<file path="src/rtl/seq_detector_param.sv">
// Parametrised serial pattern detector with KMP fallback, overlap and Mealy/Moore options.
// Optional saturating match counter built only when SEQ_DET_COUNT_EN is defined.
module seq_detector_param #(
  parameter int              LEN     = 4,
  parameter logic [LEN-1:0]  PATTERN = 4'b1011,
  parameter bit              OVERLAP = 1'b1,
  parameter bit              MEALY   = 1'b1,
  parameter int              CNT_W   = 8
) (
  input  logic             clk,
  input  logic             rst,
  input  logic             en,
  input  logic             in,
  input  logic             cnt_clr,
  output logic             out,
  output logic [CNT_W-1:0] match_cnt
);

  localparam int             SW    = $clog2(LEN);
  localparam int             DEPTH = 1 << SW;
  localparam logic [SW-1:0]  LAST  = SW'(LEN - 1);

  function automatic logic pbit(input int i);
    logic [LEN-1:0] t;
    t = PATTERN >> (LEN - 1 - i);
    return t[0];
  endfunction

  // Longest proper prefix that is a suffix of (first k bits, b).
  function automatic int kmp_next(input int k, input logic b);
    int   best;
    int   idx;
    logic ok;
    best = 0;
    for (int j = 1; j < LEN; j++) begin
      if (j <= k + 1) begin
        ok = 1'b1;
        for (int i = 0; i < j; i++) begin
          idx = k + 1 - j + i;
          if (idx == k) ok = ok & (pbit(i) == b);
          else          ok = ok & (pbit(i) == pbit(idx));
        end
        if (ok) best = j;
      end
    end
    return best;
  endfunction

  logic [SW-1:0] nxt_tab [DEPTH][2];

  for (genvar gk = 0; gk < DEPTH; gk++) begin : g_k
    for (genvar gb = 0; gb < 2; gb++) begin : g_b
      if (gk < LEN) begin : g_v
        assign nxt_tab[gk][gb] = SW'(kmp_next(gk, gb != 0));
      end else begin : g_z
        assign nxt_tab[gk][gb] = '0;
      end
    end
  end

  logic [SW-1:0] k_q, k_d;
  logic          hit_last;

  always_comb begin
    hit_last = en && (k_q == LAST) && (in == PATTERN[0]);
    k_d      = k_q;
    if (en) begin
      if (hit_last && !OVERLAP) k_d = '0;
      else                      k_d = nxt_tab[k_q][in];
    end
  end

  always_ff @(posedge clk) begin
    if (rst) k_q <= '0;
    else     k_q <= k_d;
  end

  if (MEALY) begin : g_mealy
    assign out = hit_last & ~rst;
  end else begin : g_moore
    logic out_q, out_d;
    always_comb out_d = hit_last;
    always_ff @(posedge clk) begin
      if (rst) out_q <= 1'b0;
      else     out_q <= out_d;
    end
    assign out = out_q;
  end

`ifdef SEQ_DET_COUNT_EN
  logic [CNT_W-1:0] cnt_q, cnt_d;

  always_comb begin
    cnt_d = cnt_q;
    if (cnt_clr)
      cnt_d = '0;
    else if (hit_last && (cnt_q != '1))
      cnt_d = cnt_q + CNT_W'(1);
  end

  always_ff @(posedge clk) begin
    if (rst) cnt_q <= '0;
    else     cnt_q <= cnt_d;
  end

  assign match_cnt = cnt_q;
`else
  logic cnt_clr_unused;
  assign cnt_clr_unused = cnt_clr;
  assign match_cnt      = '0;
`endif

endmodule
</file>
<file path="config.mk">
export PLATFORM = sky130hd
export DESIGN_NAME = seq_detector_param
export DESIGN_NICKNAME = d
export VERILOG_FILES = /design/src/rtl/seq_detector_param.sv
export SDC_FILE = /design/constraint.sdc
export NUM_CORES = 1
export LEC_CHECK = 0
export BUFFER_PORTS_ARGS = -buffer_cell sky130_fd_sc_hd__buf_2
export CORE_AREA = 2 2 39 41
export DETAILED_ROUTE_END_ITERATION = 7
export DIE_AREA = 0 0 41 43
export GPL_ROUTABILITY_DRIVEN = 0
export SYNTH_ARGS = -nofsm -noshare
export SYNTH_HDL_FRONTEND = slang
export SYNTH_SLANG_ARGS = --single-unit
</file>
<file path="constraint.sdc">
create_clock -name clk -period 0.8 [get_ports clk]
set_input_delay 0.16 -clock clk [delete_from_list [all_inputs] [get_ports clk]]
set_output_delay 0.16 -clock clk [all_outputs]
set_load 0.05 [all_outputs]
</file>
# --- Word-level counts from Yosys, hierarchy flattened ---
# Index checks and enable logic that the tools add are counted.
word_totals:
  elab_cells: 16
  inputBits: 5
  reg_bits: 2
op_classes:
  reduce_logical: 2
  n_eq_ne: 1
  mux: 6
  n_lt_le_gt_ge: 2
  bitwise: 4
ops:
  columns: ["operator", "count"]
  rows:
  - ["4-bit binary-select mux with 2-bit select", 1]
  - ["4-bit two-way mux", 2]
  - ["2-bit two-way mux", 3]
  - ["3-bit greater-or-equal comparator, second input constant", 1]
  - ["2-bit inverter with 3-bit output", 1]
  - ["2-bit equality test, second input constant", 1]
  - ["2-bit greater-or-equal comparator, second input constant", 1]
  - ["1-bit logical AND", 2]
  - ["1-bit inverter with 2-bit output", 1]
  - ["1-bit AND", 1]
  - ["1-bit inverter", 1]

# --- Logic depth before layout (Yosys ltp) ---
logic_depth:
  word_depth: 7
  depth_mapped: 3

# --- Worst setup path after synthesis ---
# OpenSTA, ideal clock, no wires.
synth_path:
  path_type: "reg-to-output"
  startpoint: "reg k_q[0]"
  endpoint: "out out"
  slack_ns: -0.444
  arrival_time_ns: 1.084
  path_buffers: 0
  path_stages_with_launch: 3
  path_cell_list: "dfxtp_1 > nand4_1 > nor2_1"
synth_between:
  elab_chain_len: 4
synth_lines:
  columns: ["element", "line_no", "rtl"]
  rows:
  - ["start: declaration", "61", "logic [SW-1:0] k_q, k_d;"]
  - ["start signal: assignment", "75", "else k_q <= k_d;"]
  - ["2-bit equality test", "65", "hit_last = en && (k_q == LAST) && (in == PATTERN[0]);"]
  - ["1-bit logical AND (2 in series)", "65", null]
  - ["1-bit AND", "79", "assign out = hit_last & ~rst;"]
  - ["end: declaration", "15", "output logic out,"]
# No other way between the ends.

# --- Worst setup path in the final report ---
layout_path:
  startpoint: "reg k_q[1]"
  endpoint: "out out"
# The elaborated chain is that of the path after synthesis.

==> impl_summary.log <==
[metrics] result of the run: complete, but fails checks
[metrics] violated checks: setup timing
[metrics] total track usage: 4.30%
[metrics] register bit total from synthesis: 2
[metrics] register name with the most flops: k_q
[metrics] share of the synthesized area in the top cell type: a little under 40%
[metrics] final-stage net count: 36
[metrics] antenna diode instance count: 0
[metrics] synthesized area: approximately 160 sq um
[metrics] endpoint required time on the critical path: approximately 0.64 ns
[metrics] maximum cell stage delay along the critical path: 0.31 ns
[metrics] unrepaired setup endpoints after global routing: yes
[metrics] ranking of synthesized cells by area: buf_4 (39%), dfxtp_1 (26%), mux2i_1 (6.5%)
[metrics] sum of routed wire length over all layers: 262 um
[metrics] final period demand of the worst path: between 1 and 1.5 ns
[metrics] Worst Hold Depth: 2
[metrics] hold slack final: roughly 0.16 ns
[metrics] most common cell after layout, fill and taps aside: conb_1
[metrics] number of clock buffers inserted by TritonCTS: 3
[metrics] peak ir drop on the vdd network: ~0.00058 V
[metrics] final number of max-transition violations: 0
[metrics] Buffers on Ports: 4
[metrics] Die Outline Area: 1760 sq um
[metrics] y dimension of the die: roughly 43 um
[metrics] slowest library cell on the worst path: dfxtp_2
[metrics] Boundary Pins: 14
[metrics] crit share post-route: 137%
[metrics] class of the tightest hold or removal check: in -> reg
[metrics] area leader, netlist: buf_4
[metrics] via count normalized by instance count: between 2 and 3
[metrics] horizontal die dimension: about 41 um
[metrics] TritonCTS clock tree: yes
[metrics] DR iter-0 viols: 0
[metrics] Worst setup SP type: flop
[metrics] fill cell total of the finished layout: 162
[metrics] synthesized instance count: 20
[metrics] Core Box Area: ~1400 sq um
[metrics] fraction of final layout cells with drive strength greater than 1: between 40 and 50%
[metrics] count of cells along the worst register-to-register path: 4
[metrics] number of distinct library cells after synthesis: 11
[metrics] clock sink total: 2
[metrics] Pwr Total: roughly 0.45 mW
[metrics] Max Buffers Root-to-Sink: 2
[metrics] area of placed instances: just under 200 sq um
[metrics] number of antenna violations at the first check in global routing: 0
[metrics] Arrival @ worst endpoint: 0.94 ns
[metrics] leakage: 0.110 nW
[metrics] first-pass GRT wire length: 448 um
[metrics] nature of the critical path endpoint: output port
[metrics] CTS Hold Bufs: 0
[metrics] peak fanout along the critical path: 2
[metrics] reported max-cap violation count: 0
[metrics] via count of the first global-routing pass: between 100 and 150
[metrics] clock edge transition at the registers on the reported setup and hold paths: 0.03 ns
[metrics] Clk Latency, worst-skew pair: around 0.22 ns
[metrics] Final ANT Viol Nets: 0
[metrics] sequential cell area fraction in the yosys report: between 20 and 30%
[metrics] type of the worst setup path: reg -> out
[metrics] root cell of the clock tree: clkbuf_4
[metrics] Initial DRT Pass Iterations: 1
[metrics] flip-flop count of the largest register, all copies and words added: 2
[metrics] synthesized area divided by synthesized cell count: 7.76 sq um
[metrics] largest registers: k_q (2)
[metrics] Power Density: just over 2000 nW/um^2
[metrics] number of endpoints with negative hold slack in the final report: 0
[metrics] maximum number of pins on one net before global-route repair: 4
[metrics] cell-by-cell trace of the critical path: nand4_1 -> nor2_4 -> buf_6
[metrics] clk_skew: 0.00272 ns
[metrics] commonest non-fill, non-tap cells in the layout: conb_1 (8), clkbuf_4 (3), buf_2 (3), buf_4 (3), dfxtp_2 (2)
[metrics] total congestion overflow after global routing: 0
[metrics] number of vias after detailed routing: roughly 130
[metrics] per-cell routed wire length: 5.82 um
[metrics] # H-tree levels: 1
[metrics] Setup WS post-layout: -0.296 ns
[metrics] DRC viols: 0
[metrics] starting density of the core: between 10% and 20%
[metrics] Synth Warn #: 0
[metrics] post-synthesis to final-layout area growth: 43.5%
[metrics] Row Count: 14
[metrics] final std cell area, no fill: ~220 sq um
[metrics] number of setup violations in the final report: 1
[metrics] setup slack of the worst register-to-register path: 0 ns
[metrics] worst setup slack before clock tree synthesis: -0.177 ns
[metrics] Achievable Freq: approximately 0.9 GHz
## per-layer routing
metal  share of wire (%)  global-route usage, %  vias up
li1                    -                      -       67
met1                  43                   4.13       54
met2                  47                   4.69        5
met3                 8.8                   4.71        0
met4                   0                   4.00        0
met5                   0                      0        -
## report_power, final
part | internal (mW) | switching, mW
clock network | 0.166 | 0.0582
registers | 0.106 | 0.00199
logic | 0.0216 | 0.0979
## timing repair
item,CTS,global route
setup buffers,0,0
resized for setup,3,0
setup endpoints to repair,2,2
pin swaps,2,0
cloned,0,0
## stage by stage
stage,setup TNS (ns),instances,utilization (%)
finish,-0.296,45,16.1
global route,-0.461,45,16.1
CTS,-0.325,45,16.1
detailed placement,-0.193,42,13.9
global placement,-0.191,42,13.9
floorplan,-0.124,27,-
## layout make-up
type | instances | area [sq um] | share of cell area (%)
Timing Repair Buffer | 7 | 48.8 | 21.9
Tap cell | 16 | 20.0 | 8.99
Inverter | 1 | 3.75 | 1.69
Multi-Input combinational cell | 16 | 85.1 | 38.2
Sequential cell | 2 | 42.5 | 19.1
Clock buffer | 3 | 22.5 | 10.1
## synthesized netlist by cell type
cell type	count
nor2b_1	1
dfxtp_1	2
nand3b_1	1
nor2_1	2
conb_1	1
buf_4	8
nand4_1	1
a21oi_1	1
o21ai_1	1
inv_1	1
mux2i_1	1
## logic make-up (layout without fill, tap and decap cells)
kind of cell | after synthesis | after routing | share of synthesized area [%]
buffers and inverters | 9 | 11 | 41.1
and+or+nand+nor | 5 | 5 | 17.8
AOI/OAI and AO/OA | 2 | 2 | 6.45
DFF | 2 | 2 | 25.8
other | 1 | 8 | 2.42
muxes | 1 | 1 | 6.45
## critical path, delay by kind of cell, from the launching register on
kind	cells	cell delay, ns
buffers and inverters	1	0.16
DFF	1	0.31
and+or+nand+nor	2	0.24
## worst paths after layout
check                      start             endpoint
max          k_q[1]$_SDFFE_PP0P_                  out
min                          rst  k_q[1]$_SDFFE_PP0P_
max reg2reg  k_q[0]$_SDFFE_PP0P_  k_q[1]$_SDFFE_PP0P_
min reg2reg  k_q[1]$_SDFFE_PP0P_  k_q[1]$_SDFFE_PP0P_
No activity file was read; power rests on OpenSTA's default activity.
